==> src/rtl/opnd_writeback.sv <==
// rtl/opnd_writeback.sv - architectural GPR file and result-commit unit (optional WB_SCOREBOARD_EN busy mask)
module opnd_writeback #(
    parameter int RETIRE_W = 32
) (
    input  logic                clk,
    input  logic                rst,
    input  logic                load_en,
    input  logic [31:0]         init_eax,
    input  logic [31:0]         init_ecx,
    input  logic [31:0]         init_edx,
    input  logic [31:0]         init_ebx,
    input  logic [31:0]         init_esp,
    input  logic [31:0]         init_ebp,
    input  logic [31:0]         init_esi,
    input  logic [31:0]         init_edi,
    input  logic                wb_valid,
    output logic                wb_ready,
    input  logic                wb_dst_en,
    input  logic [2:0]          wb_dst_sel,
    input  logic [31:0]         wb_dst_value,
    input  logic                wb_reg_1byte,
    input  logic                wb_operand_16bit,
    input  logic                wb_esp_en,
    input  logic [31:0]         wb_esp_value,
    output logic [31:0]         eax,
    output logic [31:0]         ecx,
    output logic [31:0]         edx,
    output logic [31:0]         ebx,
    output logic [31:0]         esp,
    output logic [31:0]         ebp,
    output logic [31:0]         esi,
    output logic [31:0]         edi,
    output logic                wb_done,
    output logic [RETIRE_W-1:0] retired,
    output logic [7:0]          busy
);

    localparam logic [1:0] ST_IDLE   = 2'd0;
    localparam logic [1:0] ST_WR_ESP = 2'd1;
    localparam logic [1:0] ST_WR_DST = 2'd2;

    logic [1:0]          r_state;
    logic [31:0]         r_gpr [8];
    logic                r_dst_en;
    logic [2:0]          r_dst_sel;
    logic [31:0]         r_dst_value;
    logic                r_byte_en;
    logic                r_w16;
    logic                r_esp_en;
    logic [31:0]         r_esp_value;
    logic                r_done;
    logic [RETIRE_W-1:0] r_retired;

    logic                w_accept;
    logic                w_byte_hi;
    logic [2:0]          w_dst_idx;

    assign wb_ready = (r_state == ST_IDLE) && !load_en;
    assign w_accept = wb_valid && wb_ready;

    // A byte write to sel 4-7 lands in bits 15:8 of register sel-4 (AH/CH/DH/BH).
    assign w_byte_hi = r_byte_en && r_dst_sel[2];
    assign w_dst_idx = w_byte_hi ? {1'b0, r_dst_sel[1:0]} : r_dst_sel;

    function automatic logic [31:0] f_merge(
        input logic [31:0] old_val,
        input logic [31:0] new_val,
        input logic        byte_en,
        input logic        w16,
        input logic        hi
    );
        if (byte_en) begin
            f_merge = hi ? {old_val[31:16], new_val[7:0], old_val[7:0]}
                         : {old_val[31:8], new_val[7:0]};
        end else if (w16) begin
            f_merge = {old_val[31:16], new_val[15:0]};
        end else begin
            f_merge = new_val;
        end
    endfunction

    // Commit FSM: IDLE -> (WR_ESP) -> WR_DST -> IDLE.
    always_ff @(posedge clk) begin
        if (rst) begin
            r_state <= ST_IDLE;
        end else begin
            case (r_state)
                ST_IDLE:   if (w_accept) r_state <= wb_esp_en ? ST_WR_ESP : ST_WR_DST;
                ST_WR_ESP: r_state <= ST_WR_DST;
                ST_WR_DST: r_state <= ST_IDLE;
                default:   r_state <= ST_IDLE;
            endcase
        end
    end

    // Capture the whole transaction so the producer may move on after acceptance.
    always_ff @(posedge clk) begin
        if (w_accept) begin
            r_dst_en    <= wb_dst_en;
            r_dst_sel   <= wb_dst_sel;
            r_dst_value <= wb_dst_value;
            r_byte_en   <= wb_reg_1byte;
            r_w16       <= wb_operand_16bit;
            r_esp_en    <= wb_esp_en;
            r_esp_value <= wb_esp_value;
        end
    end

    // Register file: bulk load in IDLE, ESP adjust first, destination merge last.
    always_ff @(posedge clk) begin
        if (rst) begin
            for (int i = 0; i < 8; i++) r_gpr[i] <= 32'd0;
        end else if (r_state == ST_IDLE && load_en) begin
            r_gpr[0] <= init_eax;
            r_gpr[1] <= init_ecx;
            r_gpr[2] <= init_edx;
            r_gpr[3] <= init_ebx;
            r_gpr[4] <= init_esp;
            r_gpr[5] <= init_ebp;
            r_gpr[6] <= init_esi;
            r_gpr[7] <= init_edi;
        end else if (r_state == ST_WR_ESP) begin
            r_gpr[4] <= r_esp_value;
        end else if (r_state == ST_WR_DST && r_dst_en) begin
            r_gpr[w_dst_idx] <= f_merge(r_gpr[w_dst_idx], r_dst_value, r_byte_en, r_w16, w_byte_hi);
        end
    end

    // Retirement pulse and counter, both tied to leaving WR_DST.
    always_ff @(posedge clk) begin
        if (rst) begin
            r_done    <= 1'b0;
            r_retired <= '0;
        end else begin
            r_done <= (r_state == ST_WR_DST);
            if (r_state == ST_WR_DST) r_retired <= r_retired + {{(RETIRE_W-1){1'b0}}, 1'b1};
        end
    end

`ifdef WB_SCOREBOARD_EN
    logic [7:0] r_busy;
    logic [2:0] w_in_idx;

    assign w_in_idx = (wb_reg_1byte && wb_dst_sel[2]) ? {1'b0, wb_dst_sel[1:0]} : wb_dst_sel;

    // Pending-write mask: set on accept, ESP bit drops after WR_ESP unless the destination is ESP too.
    always_ff @(posedge clk) begin
        if (rst) begin
            r_busy <= 8'h00;
        end else begin
            case (r_state)
                ST_IDLE: begin
                    if (w_accept)
                        r_busy <= (wb_dst_en ? (8'h01 << w_in_idx) : 8'h00) | (wb_esp_en ? 8'h10 : 8'h00);
                    else
                        r_busy <= 8'h00;
                end
                ST_WR_ESP: r_busy <= r_dst_en ? (8'h01 << w_dst_idx) : 8'h00;
                default:   r_busy <= 8'h00;
            endcase
        end
    end

    assign busy = r_busy;
`else
    assign busy = 8'h00;
`endif

    assign eax     = r_gpr[0];
    assign ecx     = r_gpr[1];
    assign edx     = r_gpr[2];
    assign ebx     = r_gpr[3];
    assign esp     = r_gpr[4];
    assign ebp     = r_gpr[5];
    assign esi     = r_gpr[6];
    assign edi     = r_gpr[7];
    assign wb_done = r_done;
    assign retired = r_retired;

endmodule

==> config.mk <==
export PLATFORM = sky130hd
export DESIGN_NAME = opnd_writeback
export DESIGN_NICKNAME = d
export VERILOG_FILES = /design/src/rtl/opnd_writeback.sv
export SDC_FILE = /design/constraint.sdc
export NUM_CORES = 1
export LEC_CHECK = 0
export CORE_AREA = 2 2 243 245
export DETAILED_ROUTE_END_ITERATION = 10
export DIE_AREA = 0 0 245 247
export PLACE_DENSITY = 0.63
export SLEW_MARGIN = 20
export SYNTH_ARGS = -nofsm -noshare
export SYNTH_HDL_FRONTEND = slang
export SYNTH_SLANG_ARGS = --single-unit
==> constraint.sdc <==
create_clock -name clk -period 3.2 [get_ports clk]
set_input_delay 0.64 -clock clk [delete_from_list [all_inputs] [get_ports clk]]
set_output_delay 0.64 -clock clk [all_outputs]
set_load 0.05 [all_outputs]
==> results.ini, run 1 <==
[placement]
dp_hpwl_mm=49.17
io_buffer_count=620
place.gp.congestion=0.9045

[clocking]
clk-insertion-delay-late_ns=0.57
clkTransAtPathRegs_ns=0.05
cts.path.max_buffers=3
postCtsHoldBufs=0
post-cts-setup-buffer-count=0
cts_tree=built
cts_num_sinks=361
htreeDepth=2
cts_resized=0
cts_buffers=43
root_buffer=clkbuf_16

[drt]
via_per_inst=4.783
drc=0
drtAntennaViolNets=0
first_iter_violations=869
routed_wl_mm=64.23
firstDrtPassIters=5
wl_per_cell_um=24.05
num_vias=12776

[floorplanning]
start_util_pct=26.21
die_h_um=247
die_width_um=245
fp.dieArea_um2=60520
pin_count=629
rows=89
core_area_um2=58240

[timing]
finalSetupTns_ns=0
tightest_slew_ns=0.8690
finalHoldViolations=0
drv_slew=0
setup_viol=0
holdWs_ns=0.5132
max_freq_ghz=0.3863
clock_skew_ns=0.02319
period_share_pct=80.90
post-route-min-period_ns=2.589
relSlewSlack_pct=42.07
rsz0062_at_grt=no

[final_layout]
syn_to_final_growth_pct=57.37
n_fill_cell=5458
fin_nets=2193
drive_gt1_share_pct=8.021

[critical_path]
crit_type=reg2out
critPathMaxFanout=8
crit_chain=clkdlybuf4s50_1
required_ns=2.56
worstPathBufferInverterCount=1
crit_family=buffers and inverters
crit_path_start_kind=flop
critPathCaptureType=primary output
crit_slowest_cell=clkdlybuf4s50_1
critical_path.max_stage_delay_ns=0.88
worstPathArrival_ns=1.95

[grt]
antenna_found_initial=10
grt.total_usage_pct=20.29
overflow=0
grt_pass1_vias=12862
grt_max_degree=96
grt_pass1_wl_mm=88.78

[synthesis]
synth_seq_cells=361
synthFlopType=edfxtp_1
synth_warnings=0
yosysTopAreaCell=edfxtp_1
synth_seq_area_share_pct=68.73
synth_edf_count=326
synth_most_common_cell=edfxtp_1
synth_area_per_cell_um2=12.66
synth_async_sr_flop_share_pct=0
syn_inst=1206
ys_types=49
synth.cells.most_frequent=edfxtp_1, o21ai_0, nand2_1, nand2b_1, mux2i_1
yosysTopAreaCellShare_pct=64.14
syn_area_um2=15260
synthTopCellsByArea=edfxtp_1, o21ai_0, nand2_1

[flow_run]
maxCapViolations=0

[power]
leakagePower_nw=8.741
ir_drop_mv=0.3217
p_per_area_nw_per_um2=546.1

[worst_hold_path]
min_path_type=reg2reg

[run_status]
status=complete, no violations

==> cell type report <==
| type | count | area [um^2] | area share [%] |
|---|---|---|---|
| well taps | 773 | 967.2 | 4.026 |
| clock inverters | 23 | 257.7 | 1.073 |
| multi-input cells | 766 | 4379 | 18.23 |
| flip-flops and latches | 361 | 10490 | 43.67 |
| clock buffers | 56 | 1156 | 4.813 |
| inverters | 6 | 26.28 | 0.1094 |
| repair buffers | 683 | 6736 | 28.04 |
| diodes | 3 | 7.507 | 0.03125 |
==> sequential cells by signal, indices dropped and copies added, names as in the netlist <==
register / cells
r_gpr: 256
r_dst_value: 32
r_esp_value: 32
retired: 32
r_dst_sel: 3
r_state: 2
r_byte_en: 1
r_dst_en: 1
r_w16: 1
wb_done: 1
==> cell families after synthesis <==
family,Yosys count,share of synthesized area [%]
and+or+nand+nor,404,13.50
other,1,0.02457
muxes,54,3.664
adders and majority gates,1,0.08196
buffers and inverters,86,2.943
AOI/OAI and AO/OA,290,10.54
xor gates and xnor gates,9,0.5165
DFF,361,68.73
==> path summary, 6_finish.rpt <==
kind                    start            to  slack [ns]  depth (start not counted)
setup / recovery  retired[15]   retired[15]        0.61                          1
hold reg to reg   retired[30]   retired[30]        0.51                          2
setup reg to reg   r_state[0]  r_gpr[4][13]        0.73                          4
hold / removal    retired[30]   retired[30]        0.51                          2
==> per-layer routing <==
layer	vias to the layer above	routed length [um]	global-route usage (%)
met4	12	1617	5.739
met2	618	31110	33.89
met1	6275	25220	24.91
met5	-	80	0
li1	5754	-	-
met3	117	6200	6.827
==> power by group <==
| group | leakage, nW | switching, mW | total [mW] | internal, mW |
|---|---|---|---|---|
| Clock | 0.699 | 1.98 | 4.94 | 2.96 |
| Combinational | 4.32 | 1.62 | 2.55 | 0.933 |
| Sequential | 3.72 | 0.123 | 5.63 | 5.51 |
==> layout by cell type (no fill, tap or decap), drive strengths merged, types with 25 or more instances in the layout <==
| cell | n |
|---|---|
| a22oi | 32 |
| clkbuf | 56 |
| mux2i | 49 |
| edfxtp | 326 |
| dfxtp | 35 |
| nand2b | 67 |
| clkdlybuf4s50 | 618 |
| nor2 | 25 |
| a21oi | 26 |
| nand2 | 200 |
| buf | 65 |
| o21ai | 211 |
==> stage by stage <==
step / instance area (um^2) / utilization [%] / setup slack, ns / std cells / power, mW
2_1_floorplan: 15300 / - / 0.4990 / 1213 / 7.023
3_3_place_gp: 22600 / 38.80 / 0.07752 / 2589 / 8.269
3_5_place_dp: 22600 / 38.80 / -0.003061 / 2589 / 8.285
4_1_cts: 24010 / 41.23 / 0.6025 / 2668 / 13.24
5_1_grt: 24020 / 41.24 / 0.5606 / 2670 / 13.49
6_report: 24020 / 41.24 / 0.6113 / 2671 / 13.12
Power figures use the tool's default switching activity.
==> run 2: changes to the inputs <==
PLACE_DENSITY = 0.65   (was 0.63)
clock period = 2.3 ns   (was 3.2 ns; I/O delays follow)
==> run 2 against run 1 <==
Worst hold slack lost 0.18 ns. Power grew 40%. Critical path type unchanged. Sequential cell count is the same. Setup slack lost 0.58 ns. Critical endpoint is now eax[5].
==> results.ini, run 2 (synthesized netlist as in run 1, its figures left out) <==
[run_status]
status=complete, no violations

[final_layout]
layout_common_cells=clkdlybuf4s50_1, edfxtp_1, o21ai_0, nand2_1, buf_4
regArea_um2=10490  ; unchanged
n_fill_cell=5347  ; -2.0%
fin_nets=2256  ; +2.9%
top_register=r_gpr
final_common_cell=clkdlybuf4s50_1
layout.cells.non_filler=2735  ; +2.4%
multi_input_area_um2=4409  ; +0.69%
syn_to_final_growth_pct=63.24
drive_gt1_share_pct=11.35  ; +3.3 points
largest_reg_flops=256  ; unchanged

[timing]
rsz0062_at_grt=no
post-route-min-period_ns=2.271
drv_slew=0  ; unchanged
finalSetupTns_ns=0  ; unchanged
tightest_slew_ns=0.9264  ; +0.05747 ns
period_share_pct=98.74
finalHoldViolations=0  ; unchanged
holdWs_ns=0.3287  ; -0.1846 ns
setup_viol=0  ; unchanged
relSlewSlack_pct=38.09  ; -4.0 points
max_freq_ghz=0.4403
clock_skew_ns=0.02147  ; -0.001723 ns
fin_ws_ns=0.02890  ; -0.5824 ns

[clocking]
cts_tree=built
post-cts-setup-buffer-count=0  ; unchanged
clk-insertion-delay-late_ns=0.56  ; about the same
postCtsHoldBufs=0  ; unchanged
clkTransAtPathRegs_ns=0.06  ; about the same
root_buffer=clkbuf_16
htreeDepth=2  ; unchanged
cts.path.max_buffers=3  ; unchanged
cts_num_sinks=361  ; unchanged
cts_buffers=42  ; -2.3%

[critical_path]
critPathMaxFanout=1  ; -7
worstPathBufferInverterCount=1  ; unchanged
crit_slowest_cell=clkdlybuf4s50_1
crit_family=buffers and inverters
crit_chain=clkdlybuf4s50_1
critPathCaptureType=primary output
critical_path.max_stage_delay_ns=0.85  ; -0.03 ns
crit_path_start_kind=flop
required_ns=1.84  ; -0.72 ns
crit_type=reg2out
worstPathArrival_ns=1.81  ; -0.14 ns

[power]
p_seq_share_pct=42.7  ; -0.2 points
leakagePower_nw=9.553  ; +9.3%
p_sw_mw=5.164  ; +39%
pwr-share-comb_pct=20.3  ; +0.9 points
ir_drop_mv=0.5151  ; +60%
clock_power_share_pct=37.0  ; -0.7 points
p_per_area_nw_per_um2=735.6  ; +35%
power.switching_fraction_pct=28.17  ; -0.18 points
p_int_mw=13.17  ; +40%

[drt]
num_vias=12958  ; +1.4%
routed_wl_mm=63.90  ; -0.51%
first_iter_violations=1090  ; +25%
via_per_inst=4.738  ; -0.95%
firstDrtPassIters=5  ; unchanged
drtAntennaViolNets=0  ; unchanged
drc=0  ; unchanged
wl_per_cell_um=23.36  ; -2.8%

[flow_run]
maxCapViolations=0  ; unchanged

[placement]
dp_hpwl_mm=49.76  ; +1.2%
pre_cts_ws_ns=-0.5332  ; -0.5301 ns
place.gp.congestion=0.9409  ; +4.0%
placed_cells=2653  ; +2.5%
io_buffer_count=620  ; unchanged

[floorplanning]
rows=89  ; unchanged
start_util_pct=26.21  ; unchanged
die_width_um=245  ; unchanged
core_area_um2=58240  ; unchanged
pin_count=629  ; unchanged
die_h_um=247  ; unchanged
fp.dieArea_um2=60520  ; unchanged

[worst_hold_path]
min_path_type=in2reg

[grt]
overflow=0  ; unchanged
grt.total_usage_pct=20.37  ; +0.081 points
grt_pass1_vias=13032  ; +1.3%
antenna_found_initial=10  ; unchanged
grt_max_degree=50  ; -48%
grt_pass1_wl_mm=89.19  ; +0.46%

## run 2: power groups by stage
stage	sequential (mW)	combinational (mW)	clock, mW
6_report	7.83	3.72	6.78
2_1_floorplan	9.27	0.502	0
5_1_grt	7.86	3.86	7.17
3_3_place_gp	7.97	3.72	0
3_5_place_dp	7.97	3.74	0
4_1_cts	7.83	3.74	6.92
## run 2: cell type report
class | count | share of cell area, %
clock inverters | 23 | 0.8989
inverters | 6 | 0.1055
flip-flops and latches | 361 | 42.10
repair buffers | 747 | 30.54
well taps | 773 | 3.882
diodes | 6 | 0.06026
multi-input cells | 766 | 17.70
clock buffers | 53 | 4.720
## run 2: final timing paths
kind	from	to	slack [ns]	depth (start not counted)
worst min-delay path	rst	r_state[1]	0.33	3
worst max register to register	r_state[0]	r_gpr[5][14]	0.13	4
worst min register to register	retired[1]	retired[1]	0.53	2
worst max-delay path	r_gpr[0][5]	eax[5]	0.03	1
## run 2: metal layers
layer,up-vias,share of wire (%),global-route usage [%]
li1,5898,-,-
met1,6271,39,25.08
met2,674,48,33.76
met3,105,10,6.642
met4,10,2.6,6.510
met5,-,0.10,0
## run 2: through the flow
step	utilization, %	cell area [um^2]	total power, mW
global placement	40.32	23480	11.68
finish	42.78	24920	18.33
floorplan	-	15310	9.773
CTS	42.68	24850	18.50
detailed placement	40.32	23480	11.71
global route	42.78	24910	18.90
## run 2: what timing repair did
action                                  in CTS  in global routing
endpoints found under the setup margin      21                 24
gates resized for setup                     21                 19
pin swaps                                    0                  0
## run 2: worst register-to-register path: stages (launching register included)
cell,delay (ns)
dfxtp_1,0.39
nand4bb_1,0.46
or3_1,0.61
buf_4,0.25
o21ai_0,0.26
==> RTL change (flow settings as in run 2) <==
Add a define of `WB_SCOREBOARD_EN`.
--- a/src/rtl/opnd_writeback.sv
+++ b/src/rtl/opnd_writeback.sv
@@ -1,3 +1,5 @@
 // rtl/opnd_writeback.sv - architectural GPR file and result-commit unit (optional WB_SCOREBOARD_EN busy mask)
+`define WB_SCOREBOARD_EN
+
 module opnd_writeback #(
     parameter int RETIRE_W = 32
Check against the original RTL: not equivalent (Yosys sat finds a counterexample within 4 cycles, from zero or initial values and one cycle with rst high).
==> RTL change against run 2 <==
Sequential cell count up 8. Power down 0.71%. Clock skew down 0.0039 ns. Non-clock buffer count down 8. Combinational power down 2%. Sequential share of layout area up 0.74 points. Cell area down 0.19%. Hold slack better by 0.080 ns. Count of clock-buffer cells in the layout up 1. Worst setup slack better by 0.021 ns. Area after synthesis up 0.14%. Synthesized cell count down 0.58%. Wire length down 1.5%. Largest power group unchanged.
==> RTL change: results <==
metrics = {
    "yosys": {
        "synth_mux_area_share_pct": 2.161,
        "syn_nets": 1531,
        "synth-xor-area-share_pct": 0.5730,
        "synthAdderAreaFrac_pct": 0.08186,
        "ys_warn_count": 0,
        "synthTopCellsByCount": "326 x edfxtp_1, 201 x o21ai_0, 180 x nand2_1",
        "netlist_instances": 1199,
        "ys_seq_area_share_pct": 69.68,
        "ys_types": 44,
        "synth_compound_area_share_pct": 12.43,
        "synthTopCellsByArea": "edfxtp_1 64%, o21ai_0 6.6%, dfxtp_1 5.6%, nand2_1 4.4%, nand2b_1 2.3%",
    },
    "global_route": {
        "grt_pass1_vias": 13030,
        "grt.total_usage_pct": 19.79,
        "use_met3_pct": 4.743,
        "grt_pass1_wl_um": 86990,
        "antenna_found_initial": 8,
        "grtUsageMet1_pct": 24.96,
        "grt_max_degree": 63,
        "grt_use_met2_pct": 33.54,
    },
    "placed_design": {
        "dp_cells": 2640,
        "gp_congestion": 0.8948,
        "hpwlAfterDp_um": 48210,
        "placedInstanceArea_sq_mm": 0.02351,
        "io_buffers": 628,
        "pre_cts_slack_ns": -0.6768,
    },
    "clocking": {
        "cts_resized": 20,
        "cts_buffers": 42,
        "clk_pin_slew_worst_paths_ns": 0.06,
        "h-tree-depth": 2,
        "post-cts-setup-buffers": 0,
    },
    "drt": {
        "wl_met1_um": 25350,
        "routed_via_density": 4.765,
        "drtIter0Drc": 727,
        "drt-pass1-iter-count": 5,
        "highest_layer": "met5",
        "wl_met2_um": 30780,
        "wl_met3_um": 5078,
        "routed_wl_um": 62960,
    },
    "layout": {
        "largest_register_ffs": 256,
        "drive_above_1_share_pct": 10.81,
        "nNetsFinal": 2243,
        "nFillCells": 5408,
        "fin_cells": 2720,
    },
    "setup_path": {
        "crit_family": "buffers and inverters",
        "slowest_stage": "clkdlybuf4s50_1",
        "r2r-end": "r_gpr[6][19]$_DFFE_PP_",
        "path_max_fanout": 1,
        "arrival_ns": 1.79,
        "cpPeakStageDelay_ns": 0.83,
    },
    "outcome": {
        "status": "complete, no violations",
    },
    "power": {
        "p_leak_nw": 9.286,
        "ir_drop_mv": 0.4274,
        "intPower_mw": 12.99,
        "pg_clk_mw": 6.56,
        "seq_power_share_pct": 43.8,
    },
    "worst_hold_path": {
        "hold-path-cell-count": 3,
        "hold_class": "input pin to register",
    },
    "timing": {
        "relSlewSlack_pct": 26.02,
        "fin_skew_ns": 0.01761,
    },
}
[RTL change: cell types whose count changed in the layout (fill, tap and decap cells not counted), moves of 9 or more]
cell,change
a22o_1,+32
nand2_1,-21
mux2i_1,-15
nand3b_1,+15
nand2b_1,-11
a21oi_1,+9
a32o_1,-9
[RTL change: area by class of cell]
class | instances | area share [%]
clock inverter | 22 | 0.7295
sequential | 369 | 42.85
timing repair buffer | 739 | 29.94
antenna | 4 | 0.04025
inverter | 7 | 0.1057
multi-input combinational | 752 | 17.84
tap | 773 | 3.889
clock buffer | 54 | 4.619
[RTL change: through the flow]
step                      power, mW  utilization [%]  hold slack (ns)
after floorplan               9.897                -           0.5197
after global placement        11.77            40.37           0.4663
after global routing          18.72            42.70           0.4265
after detailed placement      11.80            40.37           0.4786
after CTS                     18.35            42.62           0.3763
final                         18.20            42.70           0.4089
[RTL change: how the worst max path moves through the flow]
stage	startpoint	end	slack (ns)	depth (start not counted)
after floorplan	load_en	busy[7]$_SDFF_PP0_	-1.22	4
after global placement	load_en	r_gpr[3][13]$_DFFE_PP_	-0.64	5
after detailed placement	load_en	r_gpr[1][14]$_DFFE_PP_	-0.68	5
after CTS	r_state[1]$_SDFFE_PP0P_	r_gpr[3][13]$_DFFE_PP_	-0.09	4
after global routing	r_state[0]$_SDFFE_PP0P_	r_gpr[6][19]$_DFFE_PP_	0.003	4
final	r_gpr[7][17]$_DFFE_PP_	edi[17]	0.05	1
[RTL change: kinds of logic (layout without fill, tap and decap cells)]
logic type,Yosys count,after routing
adders and majority gates,1,1
buffers and inverters,78,822
DFF,369,369
other,0,4
xor gates and xnor gates,10,10
and+or+nand+nor,385,385
muxes,33,33
AOI/OAI and AO/OA,323,323
[RTL change: worst min-delay path, stage by stage]
cell    delay (ns)
buf_4         0.13
or2_2         0.27
nor2_1        0.07
